<file path="src/rtl/data_mem_arbiter_pkg.sv">
`default_nettype none
// ============================================================================
//  Module   : mem_arb_pkg
//  Purpose  : Shared types for the data-memory arbiter: arbitration FSM
//             states, requester identifiers and access-size encodings.
//  Revision : 1.0 - initial release
// ============================================================================
package mem_arb_pkg;

    typedef enum logic [1:0] {
        CPU_PRI    = 2'd0,
        DMA_PRI    = 2'd1,
        DMA_LOCKED = 2'd2
    } arb_state_e;

    typedef enum logic {
        REQ_CPU = 1'b0,
        REQ_DMA = 1'b1
    } req_id_e;

    localparam logic [1:0] SIZE_BYTE = 2'b00;
    localparam logic [1:0] SIZE_HALF = 2'b01;
    localparam logic [1:0] SIZE_WORD = 2'b11;

endpackage
`default_nettype wire

</file>
<file path="src/rtl/data_mem_arbiter_if.sv">
`default_nettype none
// ============================================================================
//  Module   : data_mem_arbiter_if
//  Purpose  : Bundles the CPU, DMA and data-memory buses of the arbiter.
//  Ports    : slave  - arbiter view (requests/mem_rdata in, grants/mem out)
//             master - environment view (the mirror of slave)
//  Revision : 1.0 - initial release
// ============================================================================
interface data_mem_arbiter_if #(
    parameter int DATA_W = 32
);
    // CPU side
    logic              cpu_req_in;
    logic              cpu_we_in;
    logic [DATA_W-1:0] cpu_addr_in;
    logic [DATA_W-1:0] cpu_wdata_in;
    logic [1:0]        cpu_size_in;
    logic              cpu_gnt_out;
    logic              cpu_stall_out;
    logic              cpu_rvalid_out;
    logic [DATA_W-1:0] cpu_rdata_out;
    // DMA side
    logic              dma_req_in;
    logic              dma_we_in;
    logic              dma_lock_in;
    logic [DATA_W-1:0] dma_addr_in;
    logic [DATA_W-1:0] dma_wdata_in;
    logic [1:0]        dma_size_in;
    logic              dma_gnt_out;
    logic              dma_rvalid_out;
    logic [DATA_W-1:0] dma_rdata_out;
    // Memory side
    logic [DATA_W-1:0] mem_addr_out;
    logic [DATA_W-1:0] mem_wdata_out;
    logic [1:0]        mem_size_out;
    logic              mem_re_out;
    logic              mem_we_out;
    logic [DATA_W-1:0] mem_rdata_in;

    modport slave (
        input  cpu_req_in, cpu_we_in, cpu_addr_in, cpu_wdata_in, cpu_size_in,
        output cpu_gnt_out, cpu_stall_out, cpu_rvalid_out, cpu_rdata_out,
        input  dma_req_in, dma_we_in, dma_lock_in, dma_addr_in, dma_wdata_in, dma_size_in,
        output dma_gnt_out, dma_rvalid_out, dma_rdata_out,
        output mem_addr_out, mem_wdata_out, mem_size_out, mem_re_out, mem_we_out,
        input  mem_rdata_in
    );

    modport master (
        output cpu_req_in, cpu_we_in, cpu_addr_in, cpu_wdata_in, cpu_size_in,
        input  cpu_gnt_out, cpu_stall_out, cpu_rvalid_out, cpu_rdata_out,
        output dma_req_in, dma_we_in, dma_lock_in, dma_addr_in, dma_wdata_in, dma_size_in,
        input  dma_gnt_out, dma_rvalid_out, dma_rdata_out,
        input  mem_addr_out, mem_wdata_out, mem_size_out, mem_re_out, mem_we_out,
        output mem_rdata_in
    );

endinterface
`default_nettype wire

</file>
<file path="src/rtl/data_mem_arbiter_rtrack.sv">
`default_nettype none
// ============================================================================
//  Module   : mem_arb_rtrack
//  Purpose  : One-entry owner tag for read returns. Memory data arrives one
//             cycle after an issued load and is steered to the requester that
//             issued it; the other rvalid/rdata stay 0.
//  Ports    : clock, reset         - clock, synchronous active-high reset
//             issue_load_in        - a load is issued this cycle
//             issue_owner_in       - who issued it
//             mem_rdata_in         - memory read data
//             cpu_/dma_rvalid_out  - load return strobe per requester
//             cpu_/dma_rdata_out   - load return data (0 when not valid)
//  Revision : 1.0 - initial release
// ============================================================================
module mem_arb_rtrack
    import mem_arb_pkg::*;
#(
    parameter int DATA_W = 32
) (
    input  wire logic              clock,
    input  wire logic              reset,
    input  wire logic              issue_load_in,
    input  wire req_id_e           issue_owner_in,
    input  wire logic [DATA_W-1:0] mem_rdata_in,
    output logic                   cpu_rvalid_out,
    output logic [DATA_W-1:0]      cpu_rdata_out,
    output logic                   dma_rvalid_out,
    output logic [DATA_W-1:0]      dma_rdata_out
);

    logic    tag_valid_q, tag_valid_d;
    req_id_e tag_owner_q, tag_owner_d;

    // The tag only ever describes the load issued in the previous cycle,
    // so it is simply overwritten every cycle.
    always_comb begin
        tag_valid_d = issue_load_in;
        tag_owner_d = issue_owner_in;
    end

    always_ff @(posedge clock) begin
        if (reset) begin
            tag_valid_q <= 1'b0;
            tag_owner_q <= REQ_CPU;
        end else begin
            tag_valid_q <= tag_valid_d;
            tag_owner_q <= tag_owner_d;
        end
    end

    // Returns are suppressed while reset is high so every output reads 0.
    always_comb begin
        cpu_rvalid_out = tag_valid_q && (tag_owner_q == REQ_CPU) && !reset;
        dma_rvalid_out = tag_valid_q && (tag_owner_q == REQ_DMA) && !reset;
        cpu_rdata_out  = cpu_rvalid_out ? mem_rdata_in : '0;
        dma_rdata_out  = dma_rvalid_out ? mem_rdata_in : '0;
    end

endmodule
`default_nettype wire

</file>
<file path="src/rtl/data_mem_arbiter.sv">
`default_nettype none
// ============================================================================
//  Module   : data_mem_arbiter
//  Purpose  : Arbitrates a CPU and a DMA engine onto a single data-memory
//             port. CPU has priority, but a DMA that keeps losing is promoted
//             after STARVE_LIMIT losses; a locked DMA issue holds the port
//             until lock or request drops.
//  Ports    : clock, reset - clock, synchronous active-high reset
//             bus          - CPU / DMA / memory signals (slave modport)
//  Revision : 1.0 - initial release
// ============================================================================
module data_mem_arbiter
    import mem_arb_pkg::*;
#(
    parameter int STARVE_LIMIT = 4,
    parameter int DATA_W       = 32
) (
    input  wire logic         clock,
    input  wire logic         reset,
    data_mem_arbiter_if.slave bus
);

    localparam int              CNT_W   = $clog2(STARVE_LIMIT + 1);
    localparam logic [CNT_W-1:0] C_LIMIT = CNT_W'(STARVE_LIMIT);

    arb_state_e       state_q, state_d;
    logic [CNT_W-1:0] starve_q, starve_d;
    logic             cpu_gnt, dma_gnt;

    always_ff @(posedge clock) begin
        if (reset) begin
            state_q  <= CPU_PRI;
            starve_q <= '0;
        end else begin
            state_q  <= state_d;
            starve_q <= starve_d;
        end
    end

    always_comb begin
        state_d  = state_q;
        starve_d = starve_q;
        cpu_gnt  = 1'b0;
        dma_gnt  = 1'b0;

        case (state_q)
            CPU_PRI: begin
                if (bus.cpu_req_in) begin
                    cpu_gnt = 1'b1;
                    if (bus.dma_req_in) begin
                        if (starve_q != C_LIMIT) begin
                            starve_d = starve_q + 1'b1;
                        end
                        if (starve_d == C_LIMIT) begin
                            state_d = DMA_PRI;
                        end
                    end
                end else if (bus.dma_req_in) begin
                    dma_gnt = 1'b1;
                end
            end
            DMA_PRI: begin
                if (bus.dma_req_in) begin
                    dma_gnt = 1'b1;
                end else if (bus.cpu_req_in) begin
                    cpu_gnt = 1'b1;
                end
            end
            DMA_LOCKED: begin
                // The cycle the lock (or request) drops is a dead cycle:
                // nobody is granted and the CPU wins from the next cycle.
                if (bus.dma_req_in && bus.dma_lock_in) begin
                    dma_gnt = 1'b1;
                end else begin
                    state_d  = CPU_PRI;
                    starve_d = '0;
                end
            end
            default: begin
                state_d  = CPU_PRI;
                starve_d = '0;
            end
        endcase

        if (dma_gnt) begin
            starve_d = '0;
            if (bus.dma_lock_in) begin
                state_d = DMA_LOCKED;
            end else begin
                state_d = CPU_PRI;
            end
        end

        if (reset) begin
            cpu_gnt = 1'b0;
            dma_gnt = 1'b0;
        end
    end

    // Memory port: driven by whichever request is issued, all-zero when idle.
    always_comb begin
        bus.mem_addr_out  = '0;
        bus.mem_wdata_out = '0;
        bus.mem_size_out  = '0;
        bus.mem_re_out    = 1'b0;
        bus.mem_we_out    = 1'b0;
        if (cpu_gnt) begin
            bus.mem_addr_out  = bus.cpu_addr_in;
            bus.mem_wdata_out = bus.cpu_wdata_in;
            bus.mem_size_out  = bus.cpu_size_in;
            bus.mem_re_out    = !bus.cpu_we_in;
            bus.mem_we_out    = bus.cpu_we_in;
        end else if (dma_gnt) begin
            bus.mem_addr_out  = bus.dma_addr_in;
            bus.mem_wdata_out = bus.dma_wdata_in;
            bus.mem_size_out  = bus.dma_size_in;
            bus.mem_re_out    = !bus.dma_we_in;
            bus.mem_we_out    = bus.dma_we_in;
        end
    end

    always_comb begin
        bus.cpu_gnt_out   = cpu_gnt;
        bus.dma_gnt_out   = dma_gnt;
        bus.cpu_stall_out = bus.cpu_req_in && !cpu_gnt;
    end

    logic              cpu_rvalid, dma_rvalid;
    logic [DATA_W-1:0] cpu_rdata, dma_rdata;

    mem_arb_rtrack #(
        .DATA_W (DATA_W)
    ) u_rtrack (
        .clock          (clock),
        .reset          (reset),
        .issue_load_in  ((cpu_gnt && !bus.cpu_we_in) || (dma_gnt && !bus.dma_we_in)),
        .issue_owner_in (dma_gnt ? REQ_DMA : REQ_CPU),
        .mem_rdata_in   (bus.mem_rdata_in),
        .cpu_rvalid_out (cpu_rvalid),
        .cpu_rdata_out  (cpu_rdata),
        .dma_rvalid_out (dma_rvalid),
        .dma_rdata_out  (dma_rdata)
    );

    always_comb begin
        bus.cpu_rvalid_out = cpu_rvalid;
        bus.cpu_rdata_out  = cpu_rdata;
        bus.dma_rvalid_out = dma_rvalid;
        bus.dma_rdata_out  = dma_rdata;
    end

endmodule
`default_nettype wire

</file>
<file path="src/flat_wrapper.sv">
// flat-port wrapper written by rule: the top's interface ports become plain ports
module data_mem_arbiter_flat import mem_arb_pkg::*;
#(
    parameter int STARVE_LIMIT = 4,
    parameter int DATA_W       = 32
)
  (clock, reset, bus_cpu_req_in, bus_cpu_we_in, bus_cpu_addr_in, bus_cpu_wdata_in, bus_cpu_size_in, bus_cpu_gnt_out, bus_cpu_stall_out, bus_cpu_rvalid_out, bus_cpu_rdata_out, bus_dma_req_in, bus_dma_we_in, bus_dma_lock_in, bus_dma_addr_in, bus_dma_wdata_in, bus_dma_size_in, bus_dma_gnt_out, bus_dma_rvalid_out, bus_dma_rdata_out, bus_mem_addr_out, bus_mem_wdata_out, bus_mem_size_out, bus_mem_re_out, bus_mem_we_out, bus_mem_rdata_in);
  data_mem_arbiter_if #(.DATA_W(DATA_W)) bus_i ();
  input  wire logic clock;
  input  wire logic reset;
  input wire logic [$bits(bus_i.cpu_req_in)-1:0] bus_cpu_req_in;
  input wire logic [$bits(bus_i.cpu_we_in)-1:0] bus_cpu_we_in;
  input wire logic [$bits(bus_i.cpu_addr_in)-1:0] bus_cpu_addr_in;
  input wire logic [$bits(bus_i.cpu_wdata_in)-1:0] bus_cpu_wdata_in;
  input wire logic [$bits(bus_i.cpu_size_in)-1:0] bus_cpu_size_in;
  output wire logic [$bits(bus_i.cpu_gnt_out)-1:0] bus_cpu_gnt_out;
  output wire logic [$bits(bus_i.cpu_stall_out)-1:0] bus_cpu_stall_out;
  output wire logic [$bits(bus_i.cpu_rvalid_out)-1:0] bus_cpu_rvalid_out;
  output wire logic [$bits(bus_i.cpu_rdata_out)-1:0] bus_cpu_rdata_out;
  input wire logic [$bits(bus_i.dma_req_in)-1:0] bus_dma_req_in;
  input wire logic [$bits(bus_i.dma_we_in)-1:0] bus_dma_we_in;
  input wire logic [$bits(bus_i.dma_lock_in)-1:0] bus_dma_lock_in;
  input wire logic [$bits(bus_i.dma_addr_in)-1:0] bus_dma_addr_in;
  input wire logic [$bits(bus_i.dma_wdata_in)-1:0] bus_dma_wdata_in;
  input wire logic [$bits(bus_i.dma_size_in)-1:0] bus_dma_size_in;
  output wire logic [$bits(bus_i.dma_gnt_out)-1:0] bus_dma_gnt_out;
  output wire logic [$bits(bus_i.dma_rvalid_out)-1:0] bus_dma_rvalid_out;
  output wire logic [$bits(bus_i.dma_rdata_out)-1:0] bus_dma_rdata_out;
  output wire logic [$bits(bus_i.mem_addr_out)-1:0] bus_mem_addr_out;
  output wire logic [$bits(bus_i.mem_wdata_out)-1:0] bus_mem_wdata_out;
  output wire logic [$bits(bus_i.mem_size_out)-1:0] bus_mem_size_out;
  output wire logic [$bits(bus_i.mem_re_out)-1:0] bus_mem_re_out;
  output wire logic [$bits(bus_i.mem_we_out)-1:0] bus_mem_we_out;
  input wire logic [$bits(bus_i.mem_rdata_in)-1:0] bus_mem_rdata_in;
  assign bus_i.cpu_req_in = bus_cpu_req_in;
  assign bus_i.cpu_we_in = bus_cpu_we_in;
  assign bus_i.cpu_addr_in = bus_cpu_addr_in;
  assign bus_i.cpu_wdata_in = bus_cpu_wdata_in;
  assign bus_i.cpu_size_in = bus_cpu_size_in;
  assign bus_cpu_gnt_out = bus_i.cpu_gnt_out;
  assign bus_cpu_stall_out = bus_i.cpu_stall_out;
  assign bus_cpu_rvalid_out = bus_i.cpu_rvalid_out;
  assign bus_cpu_rdata_out = bus_i.cpu_rdata_out;
  assign bus_i.dma_req_in = bus_dma_req_in;
  assign bus_i.dma_we_in = bus_dma_we_in;
  assign bus_i.dma_lock_in = bus_dma_lock_in;
  assign bus_i.dma_addr_in = bus_dma_addr_in;
  assign bus_i.dma_wdata_in = bus_dma_wdata_in;
  assign bus_i.dma_size_in = bus_dma_size_in;
  assign bus_dma_gnt_out = bus_i.dma_gnt_out;
  assign bus_dma_rvalid_out = bus_i.dma_rvalid_out;
  assign bus_dma_rdata_out = bus_i.dma_rdata_out;
  assign bus_mem_addr_out = bus_i.mem_addr_out;
  assign bus_mem_wdata_out = bus_i.mem_wdata_out;
  assign bus_mem_size_out = bus_i.mem_size_out;
  assign bus_mem_re_out = bus_i.mem_re_out;
  assign bus_mem_we_out = bus_i.mem_we_out;
  assign bus_i.mem_rdata_in = bus_mem_rdata_in;
  data_mem_arbiter #(.STARVE_LIMIT(STARVE_LIMIT), .DATA_W(DATA_W)) u_core (.clock(clock), .reset(reset), .bus(bus_i));
endmodule
</file>
<file path="config.mk">
export PLATFORM = sky130hd
export DESIGN_NAME = data_mem_arbiter_flat
export DESIGN_NICKNAME = d
export VERILOG_FILES = /design/src/rtl/data_mem_arbiter_pkg.sv /design/src/rtl/data_mem_arbiter_if.sv /design/src/rtl/data_mem_arbiter_rtrack.sv /design/src/rtl/data_mem_arbiter.sv /design/src/flat_wrapper.sv
export SDC_FILE = /design/constraint.sdc
export NUM_CORES = 1
export LEC_CHECK = 0
export BUFFER_PORTS_ARGS = -buffer_cell sky130_fd_sc_hd__buf_2
export CAP_MARGIN = 20
export CORE_AREA = 2 2 119 121
export CTS_BUF_LIST = sky130_fd_sc_hd__clkbuf_2 sky130_fd_sc_hd__clkbuf_4 sky130_fd_sc_hd__clkbuf_8
export CTS_CLUSTER_DIAMETER = 80
export DETAILED_ROUTE_END_ITERATION = 8
export DIE_AREA = 0 0 121 123
export PLACE_DENSITY = 0.68
export SYNTH_ARGS = -nofsm -noshare
export SYNTH_HDL_FRONTEND = slang
export SYNTH_HIERARCHICAL = 1
export SYNTH_SLANG_ARGS = --single-unit
export TNS_END_PERCENT = 5
</file>
<file path="constraint.sdc">
create_clock -name clock -period 1.35 [get_ports clock]
set_input_delay 0.0675 -clock clock [delete_from_list [all_inputs] [get_ports clock]]
set_output_delay 0.0675 -clock clock [all_outputs]
set_load 0.1 [all_outputs]
</file>
==> run_results.csv, run 1 <==
group,metric,value,unit
route,drc,0,
sta,final_max_slew_viol_count,0,
sta,slew_headroom,83.0,%
logic_synthesis,synth_edf_count,0,
sta,fin_skew,0.00189,ns
pwr,cellPowerDensity,472,mW/mm²
pwr,p_leak,0.00346,µW
logic_synthesis,synth_commonest_cells,"73 x inv_1, 67 x nand3_1, 59 x o31ai_4",
logic_synthesis,async_flop_share,0,%
pwr,irDropWorstVdd,304,µV
setup_path,rrSetupSlack,-0.15,ns
hold_path,hp-start,"bus_dma_lock_in",
sta,hold_viol_final,0,
setup_path,max_stage_delay,0.32,ns
setup_path,r2r-end,"u_core/u_rtrack/tag_valid_q",
global_routing,grt_pass1_wl,21.1,mm
setup_path,cp_common_cell,"buf_12",
logic_synthesis,synth_top_area_cell,"o31ai_4",
clocking,cts_num_sinks,7,
logic_synthesis,seq_area_frac_synth,3.92,%
place,port_buffers,307,
route,vias,4087,
clocking,clock_tree.buffer_depth,2,
route,drtIter0Drc,174,
route,antenna_left,0,
sta,finalSetupTns,-32.25,ns
route,post_drt_wl_per_cell,16.3,µm
logic_synthesis,synth_area_per_cell,9.64,µm²
logic_synthesis,syn_inst,371,
hold_path,worstHoldPathCells,2,
global_routing,grt_overflow,0,
setup_path,arrival,1.78,ns
logic_synthesis,yosysMostFrequentCell,"inv_1",
final_layout,area_growth,117,%
hold_path,min_path_type,"in2reg",
clocking,cts_tree,"yes",
logic_synthesis,synth.distinct_cells,37,
clocking,root_buffer,"clkbuf_8",
die,die_h,123,µm
die,core-area,0.0136,mm²
logic_synthesis,yosys.area.top_type_share,35.1,%
logic_synthesis,synth_nets,544,
pwr,p_total,3660,µW
setup_path,rr_startpoint,"u_core/state_q[0]",
final_layout,final_cell_area,0.00776,mm²
clocking,cts-hold-fix-buffers,0,
logic_synthesis,ys_seq_elements,7,
logic_synthesis,synth_area,0.00357,mm²
sta,setup_viol,95,
setup_path,crit_path_max_fanout,9,
sta,layout_setup_ws,-0.498,ns
die,row_count,43,
place,gp_routability_congestion,0.788,
final_layout,final_util,57.0,%
setup_path,cp_slowest_cell,"dfxtp_2",
setup_path,path_cells,"and4b_1 > o21ba_4 > buf_12 > buf_12 > o31ai_4 > buf_12",
clocking,clk_pin_slew,0.04,ns
setup_path,critPathKind,"reg2out",
logic_synthesis,synthTopCellsByArea,"o31ai_4 35%, and4b_1 9.5%, nand3_1 9.4%, and4bb_2 7.7%, inv_1 7.7%",
die,die_w,121,µm
logic_synthesis,yosys_warnings,6,
global_routing,antenna_found_initial,1,
flow_run,cap_violations,0,
clocking,htreeDepth,1,
logic_synthesis,synth-main-ff-cell,"dfxtp_1",
setup_path,required,1.28,ns
route,routed_via_density,4.76,
status,status,"complete, but fails checks",
sta,finalCritPeriodShare,137,%
status,violations,"negative setup slack",
clocking,cts_buffers,3,
sta,worstMarginPinSlew,0.254,ns
die,die_area,0.0149,mm²
place,place_area,0.00764,mm²
final_layout,drive_above_1_share,70.3,%
global_routing,grt_max_degree,67,
global_routing,track_usage,17.5,%
place,dp_hpwl,11.8,mm
die,io_pins,308,
final_layout,fin_nets,851,
hold_path,hold_end,"u_core/state_q[1]",
sta,min_period,1.85,ns
global_routing,grt_pass1_vias,4151,
setup_path,reg2regPathDepth,5,
sta,fmax,541,MHz
setup_path,end_kind,"output port",
place,preCtsSetupSlack,-0.272,ns
final_layout,n_fill_cell,1096,
setup_path,start_kind,"flip-flop",
route,drt-total-wl,14.0,mm
route,first_pass_iters,4,
clocking,clk_latency,0.23,ns
die,initial_utilization,26.3,%
sta,rsz0062_at_grt,"true",
[power breakdown]
part	internal, µW	leakage [µW]	total, µW	switching [µW]
Clock	226	0.0000262	330	105
Sequential	214	0.0000591	218	4.65
Combinational	1170	0.00337	3110	1940
[area by class of cell]
cell class | instances | area, µm² | area share [%]
diodes | 1 | 2.50 | 0.0322
repair buffers | 356 | 4190 | 54.0
clock buffers | 4 | 48.8 | 0.629
inverters | 73 | 274 | 3.53
multi-input cells | 237 | 2880 | 37.1
well taps | 180 | 225 | 2.90
flip-flops and latches | 7 | 146 | 1.89
[critical path: cells and delay by family, from the launching register on]
family,cells,cell delay [ns]
AOI/OAI and AO/OA,2,0.41
buffers and inverters,3,0.53
DFF,1,0.32
and+or+nand+nor,1,0.27
[cells in the final DEF, fill, tap and decap left out, types with 2 or more instances in the layout]
cell type,count
dfxtp_2,5
nor2b_1,3
and4b_1,30
and4b_2,4
clkbuf_8,4
and4bb_1,9
dfxtp_1,2
nor3b_2,2
buf_6,2
nand3_1,66
o31ai_4,67
buf_2,169
nand2_1,2
nor2_1,2
and4bb_2,24
buf_12,154
inv_1,70
nor2b_2,2
a2111oi_2,2
a21oi_1,3
inv_2,3
buf_4,30
[stage by stage]
step / std cells / hold slack (ns)
after floorplan: 371 / 0.224
after global placement: 851 / 0.381
after detailed placement: 851 / 0.373
after CTS: 855 / 0.135
after global routing: 858 / 0.139
final: 858 / 0.130
[kinds of logic (layout without fill, tap and decap cells)]
family                   Yosys count  after routing  synth area share (%)
buffers and inverters            127            433                  19.7
flip-flops                         7              7                  3.92
AO/OA/AOI/OAI                     83             83                  42.0
other                              0              1                     0
adder cells (fa/ha/maj)            2              2                 0.700
AND/OR/NAND/NOR                  152            152                  33.7
[worst max path at each step]
| stage | start | to | slack (ns) | cells past startpoint |
|---|---|---|---|---|
| finish | u_core/state_q[0] | bus_mem_addr_out[27] | -0.50 | 6 |
| detailed placement | u_core/state_q[0] | bus_mem_wdata_out[22] | -0.27 | 6 |
| global placement | u_core/state_q[0] | bus_mem_addr_out[28] | -0.22 | 6 |
| CTS | u_core/state_q[0] | bus_mem_addr_out[27] | -0.52 | 6 |
| global route | u_core/state_q[0] | bus_mem_addr_out[27] | -0.57 | 6 |
| floorplan | u_core/state_q[1] | bus_mem_addr_out[0] | -0.67 | 6 |
[sequential cells by signal, summed over array words and instances, names as in the netlist]
| name | count |
|---|---|
| u_core/starve_q | 3 |
| u_core/state_q | 2 |
| u_core/u_rtrack/tag_owner_q | 1 |
| u_core/u_rtrack/tag_valid_q | 1 |
[routing by layer]
| metal | routed length (µm) | track usage [%] | vias up |
|---|---|---|---|
| li1 | - | - | 2005 |
| met1 | 4800 | 18.1 | 1889 |
| met2 | 7830 | 35.6 | 187 |
| met3 | 1240 | 5.21 | 6 |
| met4 | 93 | 1.74 | 0 |
| met5 | 0 | 0 | - |
[what timing repair did]
| item | in CTS | in global routing |
|---|---|---|
| buffers inserted | 0 | 2 |
| endpoints found under the setup margin | 94 | 142 |
| pin swaps | 8 | 22 |
| gates resized for setup | 8 | 12 |
No activity file was read; power rests on OpenSTA's default activity.
==> inputs of run 2 (changes only) <==
Settings changed: CTS_BUF_LIST sky130_fd_sc_hd__clkbuf_2 sky130_fd_sc_hd__clkbuf_4 sky130_fd_sc_hd__clkbuf_8 to sky130_fd_sc_hd__clkbuf_2.
==> run 2 against run 1 <==
  * Clock power shrank 46%
  * Sequential share of layout area about the same
  * Register-to-register slack hardly changed
  * Global-route usage barely moved
  * First-iteration DRC count up 8.0%
  * Combinational power hardly changed
  * Non-clock buffer count unchanged
  * The flow still finishes with violations (negative setup slack)
==> run_results.csv, run 2 (synthesis gave the netlist of run 1 again) <==
group,metric,value,unit
pwr,irDropWorstVdd,288,µV
pwr,seqPwrFrac,6.2,%
route,drc,0,
final_layout,drive_above_1_share,69.6,%
sta,slew_headroom,83.1,%
flow_run,cap_violations,0,
sta,hold_viol_final,0,
final_layout,final_common_cell,"buf_2",
sta,final_max_slew_viol_count,0,
die,die_w,121,µm
route,routed_via_density,4.74,
sta,finalCritPeriodShare,140,%
setup_path,required,1.28,ns
status,status,"complete, but fails checks",
route,vias,4067,
final_layout,multiInputGateArea,0.00285,mm²
global_routing,grt_max_degree,67,
route,drt-total-wl,14.0,mm
sta,worstMarginPinSlew,0.253,ns
final_layout,area_growth,116,%
pwr,comb_power_share,88.8,%
sta,fin_skew,0.00462,ns
final_layout,final_cell_area,0.00771,mm²
setup_path,crit_path_max_fanout,9,
clocking,root_buffer,"clkbuf_2",
clocking,cts_buffers,3,
status,violations,"negative setup slack",
route,antenna_left,0,
place,gp_routability_congestion,0.788,
die,initial_utilization,26.3,%
global_routing,grt_pass1_vias,4150,
global_routing,grt_overflow,0,
clocking,clock_tree.buffer_depth,2,
pwr,switchingPower,2040,µW
final_layout,largest_reg_flops,3,
die,io_pins,308,
final_layout,reg.largest.list,"u_core/starve_q (3), u_core/state_q (2)",
final_layout,n_fill_cell,1103,
die,core-area,0.0136,mm²
setup_path,critPathKind,"reg2out",
sta,fmax,530,MHz
final_layout,final_util,56.7,%
pwr,p_leak,0.00345,µW
setup_path,rrSetupSlack,-0.16,ns
clocking,clk_pin_slew,0.09,ns
final_layout,final_cell_mix,"169 x buf_2, 154 x buf_12, 72 x inv_1",
clocking,cts_tree,"yes",
global_routing,antenna_found_initial,1,
clocking,clk_latency,0.25,ns
sta,min_period,1.89,ns
pwr,p_int,1460,µW
place,dp_hpwl,11.8,mm
setup_path,end_kind,"output port",
pwr,swShare,58.4,%
hold_path,min_path_type,"in2reg",
die,row_count,43,
pwr,cellPowerDensity,454,mW/mm²
final_layout,seq_area,146,µm²
sta,rsz0062_at_grt,"true",
route,post_drt_wl_per_cell,16.3,µm
final_layout,fin_nets,851,
global_routing,track_usage,17.5,%
clocking,cts-hold-fix-buffers,0,
setup_path,start_kind,"flip-flop",
clocking,cts_num_sinks,7,
die,die_area,0.0149,mm²
sta,layout_setup_ws,-0.537,ns
global_routing,grt_pass1_wl,21.0,mm
pwr,pwr-share-clk,5.0,%
place,place_area,0.00764,mm²
setup_path,arrival,1.82,ns
clocking,htreeDepth,1,
place,port_buffers,307,
die,die_h,123,µm
route,first_pass_iters,4,
final_layout,regMostFlops,"u_core/starve_q",
sta,setup_viol,139,
route,drtIter0Drc,188,
sta,finalSetupTns,-36.55,ns
## run 2: cell counts in the layout (fill, tap and decap cells not counted)
Identical to the previous run, type by type.
## run 2: area by class of cell
| class | count | share of cell area, % |
|---|---|---|
| repair buffers | 356 | 54.3 |
| multi-input cells | 237 | 37.0 |
| inverters | 73 | 3.55 |
| well taps | 180 | 2.92 |
| flip-flops and latches | 7 | 1.90 |
| clock buffers | 4 | 0.260 |
| diodes | 1 | 0.0324 |
## run 2: layer usage
| metal | part of all wire [%] | vias to the layer above | GRT usage [%] |
|---|---|---|---|
| li1 | - | 2002 | - |
| met1 | 34 | 1883 | 18.0 |
| met2 | 56 | 178 | 35.7 |
| met3 | 8.6 | 4 | 5.17 |
| met4 | 0.39 | 0 | 1.96 |
| met5 | 0 | - | 0 |
## run 2: path summary, 6_finish.rpt
check | from | endpoint | depth (start not counted)
setup / recovery | u_core/state_q[0] | bus_mem_addr_out[27] | 6
hold / removal | bus_dma_lock_in | u_core/state_q[1] | 2
setup reg to reg | u_core/state_q[0] | u_core/u_rtrack/tag_valid_q | 5
hold reg to reg | u_core/state_q[1] | u_core/state_q[0] | 1
## run 2: power groups by stage
stage / clock [µW] / combinational, µW / sequential [µW]
3_3_place_gp: 0 / 3070 / 221
4_1_cts: 188 / 3120 / 216
5_1_grt: 201 / 3230 / 218
6_report: 177 / 3110 / 217
2_1_floorplan: 0 / 1960 / 221
3_5_place_dp: 0 / 3110 / 221
## run 2: what timing repair did
item	4_1_cts	5_1_grt
endpoints found under the setup margin	142	143
buffers inserted	0	2
resized for setup	8	6
pin swaps	27	27
## run 2: critical path, stage by stage, from the launching register on
cell	delay (ns)
dfxtp_2	0.34
and4b_1	0.27
o21ba_4	0.20
buf_12	0.16
buf_12	0.16
o31ai_4	0.21
buf_12	0.21
## run 2: metrics by stage
step	worst slack (ns)	hold slack, ns	cells	total power (µW)
5_1_grt	-0.615	0.0969	858	3650
3_3_place_gp	-0.220	0.381	851	3290
4_1_cts	-0.561	0.0975	855	3530
3_5_place_dp	-0.272	0.373	851	3330
2_1_floorplan	-0.673	0.224	371	2190
6_report	-0.537	0.0987	858	3500
